===== src/rtl/uart_alu_interface_pkg.sv =====
// Shared definitions for the UART-to-ALU bridge: default widths, FSM state
// encoding and the opcodes understood by the companion ALU.
package uart_alu_interface_pkg;

   localparam int unsigned BUS_DATOS_DEF        = 8;
   localparam int unsigned CANT_BITS_OPCODE_DEF = 6;

   typedef enum logic [2:0] {
      StEsperaA  = 3'd0,
      StEsperaB  = 3'd1,
      StEsperaOp = 3'd2,
      StCalculo  = 3'd3,
      StEnvio    = 3'd4,
      StEsperaTx = 3'd5
   } state_t;

   localparam logic [CANT_BITS_OPCODE_DEF-1:0] ALU_SRL = 6'h02;
   localparam logic [CANT_BITS_OPCODE_DEF-1:0] ALU_SRA = 6'h03;
   localparam logic [CANT_BITS_OPCODE_DEF-1:0] ALU_ADD = 6'h20;
   localparam logic [CANT_BITS_OPCODE_DEF-1:0] ALU_SUB = 6'h22;
   localparam logic [CANT_BITS_OPCODE_DEF-1:0] ALU_AND = 6'h24;
   localparam logic [CANT_BITS_OPCODE_DEF-1:0] ALU_OR  = 6'h25;
   localparam logic [CANT_BITS_OPCODE_DEF-1:0] ALU_XOR = 6'h26;
   localparam logic [CANT_BITS_OPCODE_DEF-1:0] ALU_NOR = 6'h27;

endpackage


===== src/rtl/uart_alu_interface.sv =====
// Collects A, B and opcode bytes from the UART receiver, drives them to an
// external ALU, then hands the result to the UART transmitter.
module uart_alu_interface
   import uart_alu_interface_pkg::*;
#(
   parameter int unsigned BUS_DATOS        = BUS_DATOS_DEF,
   parameter int unsigned CANT_BITS_OPCODE = CANT_BITS_OPCODE_DEF
) (
   input  logic                        i_clock,
   input  logic                        i_reset,
   input  logic [BUS_DATOS-1:0]        i_rx_data,
   input  logic                        i_rx_done,
   input  logic                        i_tx_done,
   input  logic [BUS_DATOS-1:0]        i_alu_result,
   output logic [BUS_DATOS-1:0]        o_alu_a,
   output logic [BUS_DATOS-1:0]        o_alu_b,
   output logic [CANT_BITS_OPCODE-1:0] o_alu_op,
   output logic [BUS_DATOS-1:0]        o_tx_data,
   output logic                        o_tx_start,
   output logic                        o_busy
);

   state_t state;

   always_ff @(posedge i_clock) begin
      if (!i_reset) begin
         state      <= StEsperaA;
         o_alu_a    <= '0;
         o_alu_b    <= '0;
         o_alu_op   <= '0;
         o_tx_data  <= '0;
         o_tx_start <= 1'b0;
         o_busy     <= 1'b0;
      end else begin
         o_tx_start <= 1'b0;
         unique case (state)
            StEsperaA: begin
               if (i_rx_done) begin
                  o_alu_a <= i_rx_data;
                  state   <= StEsperaB;
               end
            end
            StEsperaB: begin
               if (i_rx_done) begin
                  o_alu_b <= i_rx_data;
                  state   <= StEsperaOp;
               end
            end
            StEsperaOp: begin
               if (i_rx_done) begin
                  o_alu_op <= i_rx_data[CANT_BITS_OPCODE-1:0];
                  o_busy   <= 1'b1;
                  state    <= StCalculo;
               end
            end
            StCalculo: begin
               // Start is raised here so it is high for exactly the ENVIO cycle.
               o_tx_data  <= i_alu_result;
               o_tx_start <= 1'b1;
               state      <= StEnvio;
            end
            StEnvio: begin
               state <= StEsperaTx;
            end
            StEsperaTx: begin
               if (i_tx_done) begin
                  o_busy <= 1'b0;
                  state  <= StEsperaA;
               end
            end
            default: begin
               o_busy <= 1'b0;
               state  <= StEsperaA;
            end
         endcase
      end
   end

endmodule


===== config.mk =====
export PLATFORM = sky130hd
export DESIGN_NAME = uart_alu_interface
export DESIGN_NICKNAME = d
export VERILOG_FILES = /design/src/rtl/uart_alu_interface_pkg.sv /design/src/rtl/uart_alu_interface.sv
export SDC_FILE = /design/constraint.sdc
export NUM_CORES = 1
export LEC_CHECK = 0
export CAP_MARGIN = 0
export CORE_UTILIZATION = 42
export DETAILED_ROUTE_END_ITERATION = 12
export GPL_TIMING_DRIVEN = 0
export PLACE_DENSITY_LB_ADDON = 0.3
export SYNTH_ARGS = -nofsm -noshare
export SYNTH_HDL_FRONTEND = slang
export SYNTH_SLANG_ARGS = --single-unit

===== constraint.sdc =====
create_clock -name i_clock -period 1.83 [get_ports i_clock]
set_input_delay 0.4575 -clock i_clock [delete_from_list [all_inputs] [get_ports i_clock]]
set_output_delay 0.4575 -clock i_clock [all_outputs]
set_load 0.1 [all_outputs]

==> qor.json, run 1 <==
{
  "outcome": "completed",
  "detail_route.wirelength_um": 3220,
  "post_synth_main_area_contributors": "sky130_fd_sc_hd__dfxtp_1 52%, sky130_fd_sc_hd__mux2i_1 16%, sky130_fd_sc_hd__nor2_1 7.0%",
  "synth_top_cell_by_area": "sky130_fd_sc_hd__dfxtp_1",
  "crit_path_max_fanout": 2,
  "numPortBuffers": 51,
  "vias_per_cell": 4.88,
  "worstSetupPathType": "reg -> out",
  "timing.critical_path.slowest_cell_delay_ns": 0.57,
  "dp.final_hpwl_um": 2340,
  "synth_top_family_by_area": "simple AND/OR/NAND/NOR gates",
  "die_h_um": 58.5,
  "critPathArrivalTime_ns": 1.26,
  "period_utilisation_layout": 0.941,
  "synth.mux.area_fraction": 0.164,
  "rsz0062_at_grt": "no",
  "yosys.area_share.xor_xnor": 0,
  "drt_drc_violations_left": 0,
  "yosysSeqAreaShare": 0.522,
  "boundaryPins": 52,
  "antenna-diode-count": 0,
  "drt_iter0_drc": 25,
  "layout.filler_cells": 250,
  "site_rows": 20,
  "gp_congestion": 0.763,
  "clock_tree.htree_level_count": 2,
  "grt_pass1_wl_um": 5110,
  "ys_ff_latch": 35,
  "pwr-share-seq": 0.472,
  "required_ns": 1.37,
  "synthesis_to_layout_area_growth_pct": 50.3,
  "via_count_of_the_first_global_routing_pass": 1124,
  "final_design_area_no_fill_sq_um": 2020,
  "yosys.area_share.simple": 0.197,
  "p_int_mw": 1.15,
  "synth_compound_gate_area_share": 0.0644,
  "clockBufferDepth": 2,
  "number_of_gates_given_a_new_drive_strength_after_cts": 96,
  "p_per_area_nw_per_um2": 851,
  "netlist.area_leader.share": 0.522,
  "fmax_ghz": 0.581,
  "synth_cell_types": 23,
  "numPlacedInstances": 232,
  "fin_nets": 215,
  "insertion_delay_ns": 0.33,
  "clock_sink_count": 35,
  "cell_family_with_most_cp_delay": "buffers and inverters",
  "net-switching-power_uw": 564,
  "floorplan.die.width_um": 58.5,
  "grt_start_max_net_pins": 11,
  "final-max-slew-violation-count": 0,
  "netlist_area_sq_um": 1340,
  "post-route-min-period_ns": 1.72,
  "cp.buffers_inverters": 1,
  "post_drt_wl_per_cell_um": 13.4,
  "cts_tree": "yes",
  "placed_area_sq_um": 1910,
  "drive_above_1_share": 0.250,
  "ctsHoldBuffers": 0,
  "synthesis.nets": 157,
  "synthCells": 137,
  "timing.critical_path.to_type": "primary output",
  "worstHoldPathType": "reg -> reg",
  "combinationalPowerShare": 0.251,
  "design.core.area_sq_um": 3050,
  "number_of_antenna_violations_at_the_first_check_in_global_routing": 0,
  "drv_cap": 0,
  "timing_worst_slew_pin_value_ns": 0.561,
  "clkSlewWorstSetupHoldPaths_ns": 0.10,
  "critical_path.cell_chain": "clkdlybuf4s15_2",
  "initial_core_utilization": 0.439,
  "cts_post_setup_buffers_inserted": 0,
  "slowest_stage": "sky130_fd_sc_hd__clkdlybuf4s15_2",
  "finalNonFillerCells": 240,
  "final-setup-viol-count": 0,
  "cts_root_buffer": "sky130_fd_sc_hd__clkbuf_4",
  "ant_nets": 0,
  "die-area_sq_um": 3420,
  "worst_ir_drop_vdd_mv": 0.666,
  "p_clk_frac": 0.277,
  "postSynthAreaPerCell_sq_um": 9.79,
  "dr_total_vias": 1170,
  "worst_setup_path_start_kind": "flip-flop",
  "overflow": 0,
  "final-hold-violation-count": 0,
  "drt_pre_antenna_iters": 4,
  "maxSlewHeadroom": 0.628,
  "numCtsBuffers": 5,
  "power.switching_fraction": 0.329,
  "static-leakage-power_nw": 0.793,
  "global_route.usage.total": 0.209,
  "synth_adder_area_share": 0,
  "warnings_synthesis": 0,
  "clock_skew_ns": 0.00458
}
metrics by stage:
stage / worst slack (ns) / total power [mW] / hold slack, ns / TNS [ns] / util
floorplan: 0.433 / 1.14 / 0.574 / 0 / -
global placement: -0.122 / 1.26 / 0.443 / -3.85 / 0.625
detailed placement: -0.190 / 1.27 / 0.451 / -4.94 / 0.625
CTS: 0.0857 / 1.73 / 0.466 / 0 / 0.660
global route: 0.0256 / 1.78 / 0.487 / 0 / 0.660
finish: 0.109 / 1.72 / 0.461 / 0 / 0.660
registers in the layout, indices dropped and copies added (netlist names):
| name | flops |
|---|---|
| o_busy | 1 |
| o_alu_a | 8 |
| o_alu_b | 8 |
| o_tx_data | 8 |
| o_tx_start | 1 |
| state | 3 |
| o_alu_op | 6 |
per-layer routing:
metal	share of wire	track usage	vias to the layer above
met5	0	0	-
met4	0.023	0.105	0
met3	0.052	0.0769	6
met2	0.51	0.374	34
met1	0.41	0.213	557
li1	-	-	573
cell usage in the layout, fill, tap and decap left out:
| cell | count |
|---|---|
| sky130_fd_sc_hd__mux2i_1 | 22 |
| sky130_fd_sc_hd__nor4b_4 | 1 |
| sky130_fd_sc_hd__clkbuf_8 | 2 |
| sky130_fd_sc_hd__nor3b_1 | 1 |
| sky130_fd_sc_hd__nand2_1 | 17 |
| sky130_fd_sc_hd__nand2b_1 | 2 |
| sky130_fd_sc_hd__clkdlybuf4s15_2 | 32 |
| sky130_fd_sc_hd__dfxtp_1 | 35 |
| sky130_fd_sc_hd__and4bb_2 | 1 |
| sky130_fd_sc_hd__o31a_1 | 1 |
| sky130_fd_sc_hd__nor3_1 | 1 |
| sky130_fd_sc_hd__nor2_1 | 25 |
| sky130_fd_sc_hd__buf_6 | 2 |
| sky130_fd_sc_hd__and2b_1 | 1 |
| sky130_fd_sc_hd__buf_2 | 2 |
| sky130_fd_sc_hd__a21oi_1 | 13 |
| sky130_fd_sc_hd__buf_4 | 3 |
| sky130_fd_sc_hd__clkbuf_4 | 5 |
| sky130_fd_sc_hd__nor4bb_1 | 1 |
| sky130_fd_sc_hd__clkdlybuf4s50_1 | 19 |
| sky130_fd_sc_hd__clkinv_1 | 1 |
| sky130_fd_sc_hd__or4b_4 | 1 |
| sky130_fd_sc_hd__nand3b_1 | 1 |
| sky130_fd_sc_hd__nor2b_1 | 1 |
| sky130_fd_sc_hd__clkbuf_1 | 4 |
| sky130_fd_sc_hd__o21ai_0 | 1 |
| sky130_fd_sc_hd__a21o_1 | 1 |
final cells by class:
type / count / area (sq um) / area share
Sequential cell: 35 / 701 / 0.348
Inverter: 1 / 3.75 / 0.00186
Buffer: 10 / 66.3 / 0.0329
Multi-Input combinational cell: 91 / 571 / 0.283
Tap cell: 44 / 55.1 / 0.0273
Clock buffer: 8 / 68.8 / 0.0341
Timing Repair Buffer: 51 / 551 / 0.273
power by group through the flow:
stage,combinational [mW],clock (mW),sequential (mW)
global route,0.452,0.514,0.814
floorplan,0.110,0,1.03
detailed placement,0.439,0,0.827
CTS,0.433,0.491,0.810
finish,0.430,0.476,0.809
global placement,0.431,0,0.825
kinds of logic after synthesis:
logic type,count (synthesis)
buffers and inverters,11
DFF,35
AOI/OAI and AO/OA,16
and+or+nand+nor,53
muxes,22
Yosys cell counts (all sizes together):
| cell | number |
|---|---|
| dfxtp | 35 |
| clkbuf | 3 |
| nand2 | 17 |
| or4b | 1 |
| buf | 7 |
| mux2i | 22 |
| nand2b | 2 |
| and4bb | 1 |
| clkinv | 1 |
| nor3 | 1 |
| and2b | 1 |
| o21ai | 1 |
| nor2b | 1 |
| a21oi | 13 |
| nor4bb | 1 |
| nand3b | 1 |
| a21o | 1 |
| o31a | 1 |
| nor4b | 1 |
| nor3b | 1 |
| nor2 | 25 |
worst min-delay path, delay by kind of cell, from the launching register on:
kind,cells,cell delay [ns]
AOI/OAI and AO/OA,1,0.05
and+or+nand+nor,1,0.05
DFF,1,0.32
worst paths after layout:
check	cells past startpoint	from	endpoint	slack, ns
setup reg to reg	5	state[2]$_SDFFE_PN0P_	o_alu_b[7]$_SDFFE_PN0P_	0.42
setup / recovery	1	o_alu_b[3]$_SDFFE_PN0P_	o_alu_b[3]	0.11
hold / removal	2	o_alu_a[3]$_SDFFE_PN0P_	o_alu_a[3]$_SDFFE_PN0P_	0.46
hold reg to reg	2	o_alu_a[3]$_SDFFE_PN0P_	o_alu_a[3]$_SDFFE_PN0P_	0.46
(Power assumes the default switching activity.)
==> run 2: changes to the inputs <==
--- a/config.mk
+++ b/config.mk
@@ -6,7 +6,7 @@
 export NUM_CORES = 1
 export LEC_CHECK = 0
 export CAP_MARGIN = 0
-export CORE_UTILIZATION = 42
+export CORE_UTILIZATION = 25
 export DETAILED_ROUTE_END_ITERATION = 12
 export GPL_TIMING_DRIVEN = 0
 export PLACE_DENSITY_LB_ADDON = 0.3
==> qor.json, run 2 (synthesized netlist as in run 1, its figures left out) <==
{
  "fin_nets": 215,
  "die_h_um": 75.2,
  "clock_sink_count": 35,
  "vias_per_cell": 4.17,
  "final-hold-violation-count": 0,
  "gp_congestion": 0.694,
  "overflow": 0,
  "fmax_ghz": 0.579,
  "worst_ir_drop_vdd_mv": 0.463,
  "antenna-diode-count": 0,
  "drv_cap": 0,
  "ctsHoldBuffers": 0,
  "clockBufferDepth": 2,
  "worstSetupPathType": "in -> reg",
  "floorplan.die.width_um": 75.2,
  "clock_tree.htree_level_count": 2,
  "global_route.usage.total": 0.121,
  "postLayoutSetupSlackWorst_ns": 0.102,
  "clkSlewWorstSetupHoldPaths_ns": 0.08,
  "boundaryPins": 52,
  "ff2ff_path_depth": 5,
  "numCtsBuffers": 5,
  "grt_util_met2": 0.179,
  "crit_path_max_fanout": 8,
  "ant_nets": 0,
  "insertion_delay_ns": 0.28,
  "reg2reg_to": "o_alu_a[7]$_SDFFE_PN0P_",
  "outcome": "completed",
  "totalNegativeSetupSlack_ns": 0,
  "final_cell_mix": "35 x sky130_fd_sc_hd__dfxtp_1, 32 x sky130_fd_sc_hd__clkdlybuf4s15_2, 25 x sky130_fd_sc_hd__nor2_1",
  "numPlacedInstances": 258,
  "dp.final_hpwl_um": 2180,
  "holdPathEnd": "o_alu_a[1]$_SDFFE_PN0P_",
  "postLayoutCoreUtil": 0.406,
  "required_ns": 1.99,
  "gr-usage-met3": 0.0535,
  "layout_top_registers": "o_alu_a (8), o_alu_b (8), o_tx_data (8)",
  "number_of_antenna_violations_at_the_first_check_in_global_routing": 0,
  "final-setup-viol-count": 0,
  "cts_root_buffer": "sky130_fd_sc_hd__clkbuf_8",
  "grtUsageMet1": 0.154,
  "layout_commonest_cell": "sky130_fd_sc_hd__dfxtp_1",
  "gr-max-usage-layer": "met2",
  "site_rows": 26,
  "clock_skew_ns": 0.00603,
  "period_utilisation_layout": 0.944,
  "p_per_area_nw_per_um2": 876,
  "initial_core_utilization": 0.261,
  "setup_slack_of_the_most_critical_reg_to_reg_path_ns": 0.46,
  "maxSlewHeadroom": 0.628,
  "timing.critical_path.to_type": "flip-flop",
  "post-route-min-period_ns": 1.73,
  "dr_total_vias": 1110,
  "grt_pass1_wl_um": 5020,
  "numPortBuffers": 51,
  "worst_hold_path.num_cells": 2,
  "worstHoldPathType": "reg -> reg",
  "worst_setup_path_start_kind": "input pin",
  "via_count_of_the_first_global_routing_pass": 1068,
  "cts_tree": "yes",
  "final-max-slew-violation-count": 0,
  "grt_start_max_net_pins": 13,
  "detail_route.wirelength_um": 3080,
  "post_drt_wl_per_cell_um": 11.6,
  "timing_worst_slew_pin_value_ns": 0.561,
  "drive_above_1_share": 0.260,
  "finalNonFillerCells": 266,
  "critPathArrivalTime_ns": 1.89,
  "synthesis_to_layout_area_growth_pct": 55.4,
  "drt_pre_antenna_iters": 2,
  "rsz0062_at_grt": "no",
  "die-area_sq_um": 5660,
  "post-place-ws_ns": -0.177,
  "drt_drc_violations_left": 0,
  "cts_post_setup_buffers_inserted": 0,
  "drt_iter0_drc": 54,
  "layout.filler_cells": 564,
  "reg2reg_from": "state[1]$_SDFFE_PN0P_",
  "design.core.area_sq_um": 5140,
  "min_from": "o_alu_a[1]$_SDFFE_PN0P_",
  "static-leakage-power_nw": 0.803
}
-- run 2: critical path: stages --
cell and delay, ns:
sky130_fd_sc_hd__clkdlybuf4s50_1 0.61, sky130_fd_sc_hd__nor4bb_2 0.32, sky130_fd_sc_hd__buf_4 0.24, sky130_fd_sc_hd__mux2i_1 0.21
sky130_fd_sc_hd__nor2_1 0.05
-- run 2: repair_timing --
item                                    4_1_cts  5_1_grt
gates cloned                                  0        0
endpoints found under the hold margin         0        0
endpoints found under the setup margin       32        3
gates resized for setup                      96        1
-- run 2: routing by layer --
metal  routed length [um]  share of wire  vias to the layer above
met1                 1450           0.47                      504
met5                    0              0                        -
met4                   24         0.0078                        0
li1                     -              -                      570
met3                  232          0.075                        4
met2                 1370           0.44                       32
-- run 2: metrics by stage --
step	power (mW)	hold slack, ns	area (sq um)
final	1.83	0.455	2080
after global routing	1.92	0.474	2080
after CTS	1.86	0.458	2080
after detailed placement	1.27	0.447	1940
after global placement	1.26	0.442	1940
after floorplan	1.14	0.574	1340
-- run 2: layout make-up --
type	count	area [sq um]	share of cell area
repair buffers	51	551	0.264
multi-input cells	91	577	0.277
clock inverters	2	16.3	0.00780
flip-flops and latches	35	701	0.336
plain buffers	10	66.3	0.0318
well taps	70	87.6	0.0420
inverters	1	3.75	0.00180
clock buffers	6	82.6	0.0396
-- run 2: worst max-delay path by stage --
stage / from / endpoint / slack [ns] / cells past startpoint
4_1_cts: i_rx_done / o_alu_b[5]$_SDFFE_PN0P_ / 0.13 / 5
2_1_floorplan: o_busy$_SDFFE_PN0P_ / o_busy / 0.43 / 0
5_1_grt: i_rx_done / o_alu_b[0]$_SDFFE_PN0P_ / 0.02 / 5
3_5_place_dp: i_rx_done / o_alu_b[5]$_SDFFE_PN0P_ / -0.18 / 5
6_report: i_rx_done / o_alu_b[5]$_SDFFE_PN0P_ / 0.10 / 5
3_3_place_gp: i_rx_done / o_alu_b[5]$_SDFFE_PN0P_ / -0.16 / 5
-- run 2: power breakdown --
group	total [mW]	leakage, nW	switching (mW)	internal, mW
combinational	0.428	0.471	0.296	0.132
sequential	0.809	0.284	0.0155	0.794
clock	0.590	0.0474	0.283	0.307
total	1.83	0.803	0.594	1.23
==> run 3: changes to the inputs <==
--- a/config.mk
+++ b/config.mk
@@ -8,8 +8,10 @@
 export CAP_MARGIN = 0
 export CORE_UTILIZATION = 25
 export DETAILED_ROUTE_END_ITERATION = 12
+export DONT_BUFFER_PORTS = 1
 export GPL_TIMING_DRIVEN = 0
 export PLACE_DENSITY_LB_ADDON = 0.3
+export REMOVE_ABC_BUFFERS = 1
 export SYNTH_ARGS = -nofsm -noshare
 export SYNTH_HDL_FRONTEND = slang
 export SYNTH_SLANG_ARGS = --single-unit
==> qor.json, run 3 (synthesized netlist as in run 1, its figures left out) <==
{
  "outcome": "completed",
  "p_clk_frac": 0.311,
  "detail_route.wirelength_um": 2730,
  "static-leakage-power_nw": 0.568,
  "drt_drc_violations_left": 0,
  "net-switching-power_uw": 538,
  "p_per_area_nw_per_um2": 1130,
  "clock_tree.htree_level_count": 2,
  "initial_core_utilization": 0.261,
  "post_drt_wl_per_cell_um": 13.2,
  "placed_area_sq_um": 1380,
  "required_ns": 1.37,
  "final-hold-violation-count": 0,
  "layout_top_registers": "o_alu_a (8), o_alu_b (8), o_tx_data (8)",
  "maxSlewHeadroom": 0.325,
  "numPortBuffers": 0,
  "worstHoldPathType": "in -> reg",
  "pwr-share-seq": 0.623,
  "die_h_um": 75.2,
  "combinationalPowerShare": 0.066,
  "clkSlewWorstSetupHoldPaths_ns": 0.06,
  "worst_setup_path_start_kind": "flip-flop",
  "worstSetupPathType": "reg -> out",
  "grt_start_max_net_pins": 35,
  "timing_worst_slew_pin_value_ns": 1.01,
  "clock_sink_count": 35,
  "timing.critical_path.to_type": "primary output",
  "final-max-slew-violation-count": 0,
  "final_cell_mix": "35 x sky130_fd_sc_hd__dfxtp_1, 25 x sky130_fd_sc_hd__nor2_1, 22 x sky130_fd_sc_hd__mux2i_1",
  "fmax_ghz": 0.579,
  "period_utilisation_layout": 0.943,
  "synthesis_to_layout_area_growth_pct": 9.33,
  "clockBufferDepth": 2,
  "dp.final_hpwl_um": 2020,
  "critPathArrivalTime_ns": 1.27,
  "cts_root_buffer": "sky130_fd_sc_hd__clkbuf_8",
  "die-area_sq_um": 5660,
  "ctsHoldBuffers": 0,
  "final-setup-viol-count": 0,
  "design.core.area_sq_um": 5140,
  "final_design_area_no_fill_sq_um": 1470,
  "floorplan.die.width_um": 75.2,
  "site_rows": 26,
  "global_route.usage.total": 0.105,
  "drv_cap": 0,
  "layout_commonest_cell": "sky130_fd_sc_hd__dfxtp_1",
  "worst_ir_drop_vdd_mv": 0.475,
  "postLayoutCoreUtil": 0.285,
  "power.switching_fraction": 0.326,
  "rsz0062_at_grt": "no",
  "fin_nets": 155,
  "final.hold.worst_slack_ns": 0.310,
  "number_of_antenna_violations_at_the_first_check_in_global_routing": 0,
  "dr_total_vias": 913,
  "gp_congestion": 0.753,
  "drive_above_1_share": 0.0809,
  "vias_per_cell": 4.43,
  "ant_nets": 0,
  "drt_iter0_drc": 32,
  "clock_skew_ns": 0.00455,
  "via_count_of_the_first_global_routing_pass": 903,
  "p_int_mw": 1.11,
  "insertion_delay_ns": 0.28,
  "drt_pre_antenna_iters": 4,
  "crit_path_max_fanout": 3,
  "grt_pass1_wl_um": 4260,
  "boundaryPins": 52,
  "numCtsBuffers": 5,
  "cts_tree": "yes",
  "post-route-min-period_ns": 1.73,
  "antenna-diode-count": 0,
  "overflow": 0
}
-- run 3: changes by cell type in the layout (fill, tap and decap cells not counted), sizes merged --
cell and change:
clkdlybuf4s15 -32, clkdlybuf4s50 -19, buf -6, clkbuf -2, clkinvlp -1
-- run 3: routing by layer --
layer | part of all wire | vias up | GRT usage
met5 | 0 | - | 0
met4 | 0.018 | 0 | 0.0494
met3 | 0.12 | 6 | 0.0589
met2 | 0.46 | 38 | 0.161
met1 | 0.40 | 417 | 0.120
li1 | - | 452 | -
-- run 3: power groups by stage --
stage	Sequential, mW	Combinational, mW	Clock, mW
after floorplan	1.04	0.0865	0
after global placement	1.04	0.105	0
after detailed placement	1.04	0.111	0
after CTS	1.03	0.111	0.543
after global routing	1.03	0.125	0.577
final	1.03	0.109	0.513
-- run 3: layout make-up --
type                    count  area, sq um
well taps                  70         87.6
inverters                   1         3.75
repair buffers              1         7.51
fillers                   580         3670
flip-flops and latches     35          701
clock inverters             1         5.00
clock buffers               7         76.3
multi-input cells          91          586
-- run 3: final timing paths --
path / startpoint / to / slack, ns / cells past startpoint
setup reg to reg: state[1]$_SDFFE_PN0P_ / o_tx_data[5]$_SDFFE_PN0P_ / 0.25 / 3
hold reg to reg: state[0]$_SDFFE_PN0P_ / state[0]$_SDFFE_PN0P_ / 0.71 / 2
hold / removal: i_rx_data[1] / o_alu_a[1]$_SDFFE_PN0P_ / 0.31 / 2
setup / recovery: o_busy$_SDFFE_PN0P_ / o_busy / 0.10 / 0
-- run 3: per-stage QoR --
stage	total power [mW]	setup slack (ns)	cells	TNS, ns
after floorplan	1.12	-0.313	127	-2.50
after global placement	1.15	-0.900	197	-7.18
after detailed placement	1.16	0.0421	198	0
after CTS	1.68	0.0172	206	0
after global routing	1.73	0.0512	206	0
final	1.65	0.103	206	0
-- run 3: timing repair --
action / 4_1_cts / 5_1_grt
gates resized for setup: 0 / 1
setup buffers: 0 / 0
setup endpoints to repair: 0 / 6
hold endpoints to repair: 0 / 0
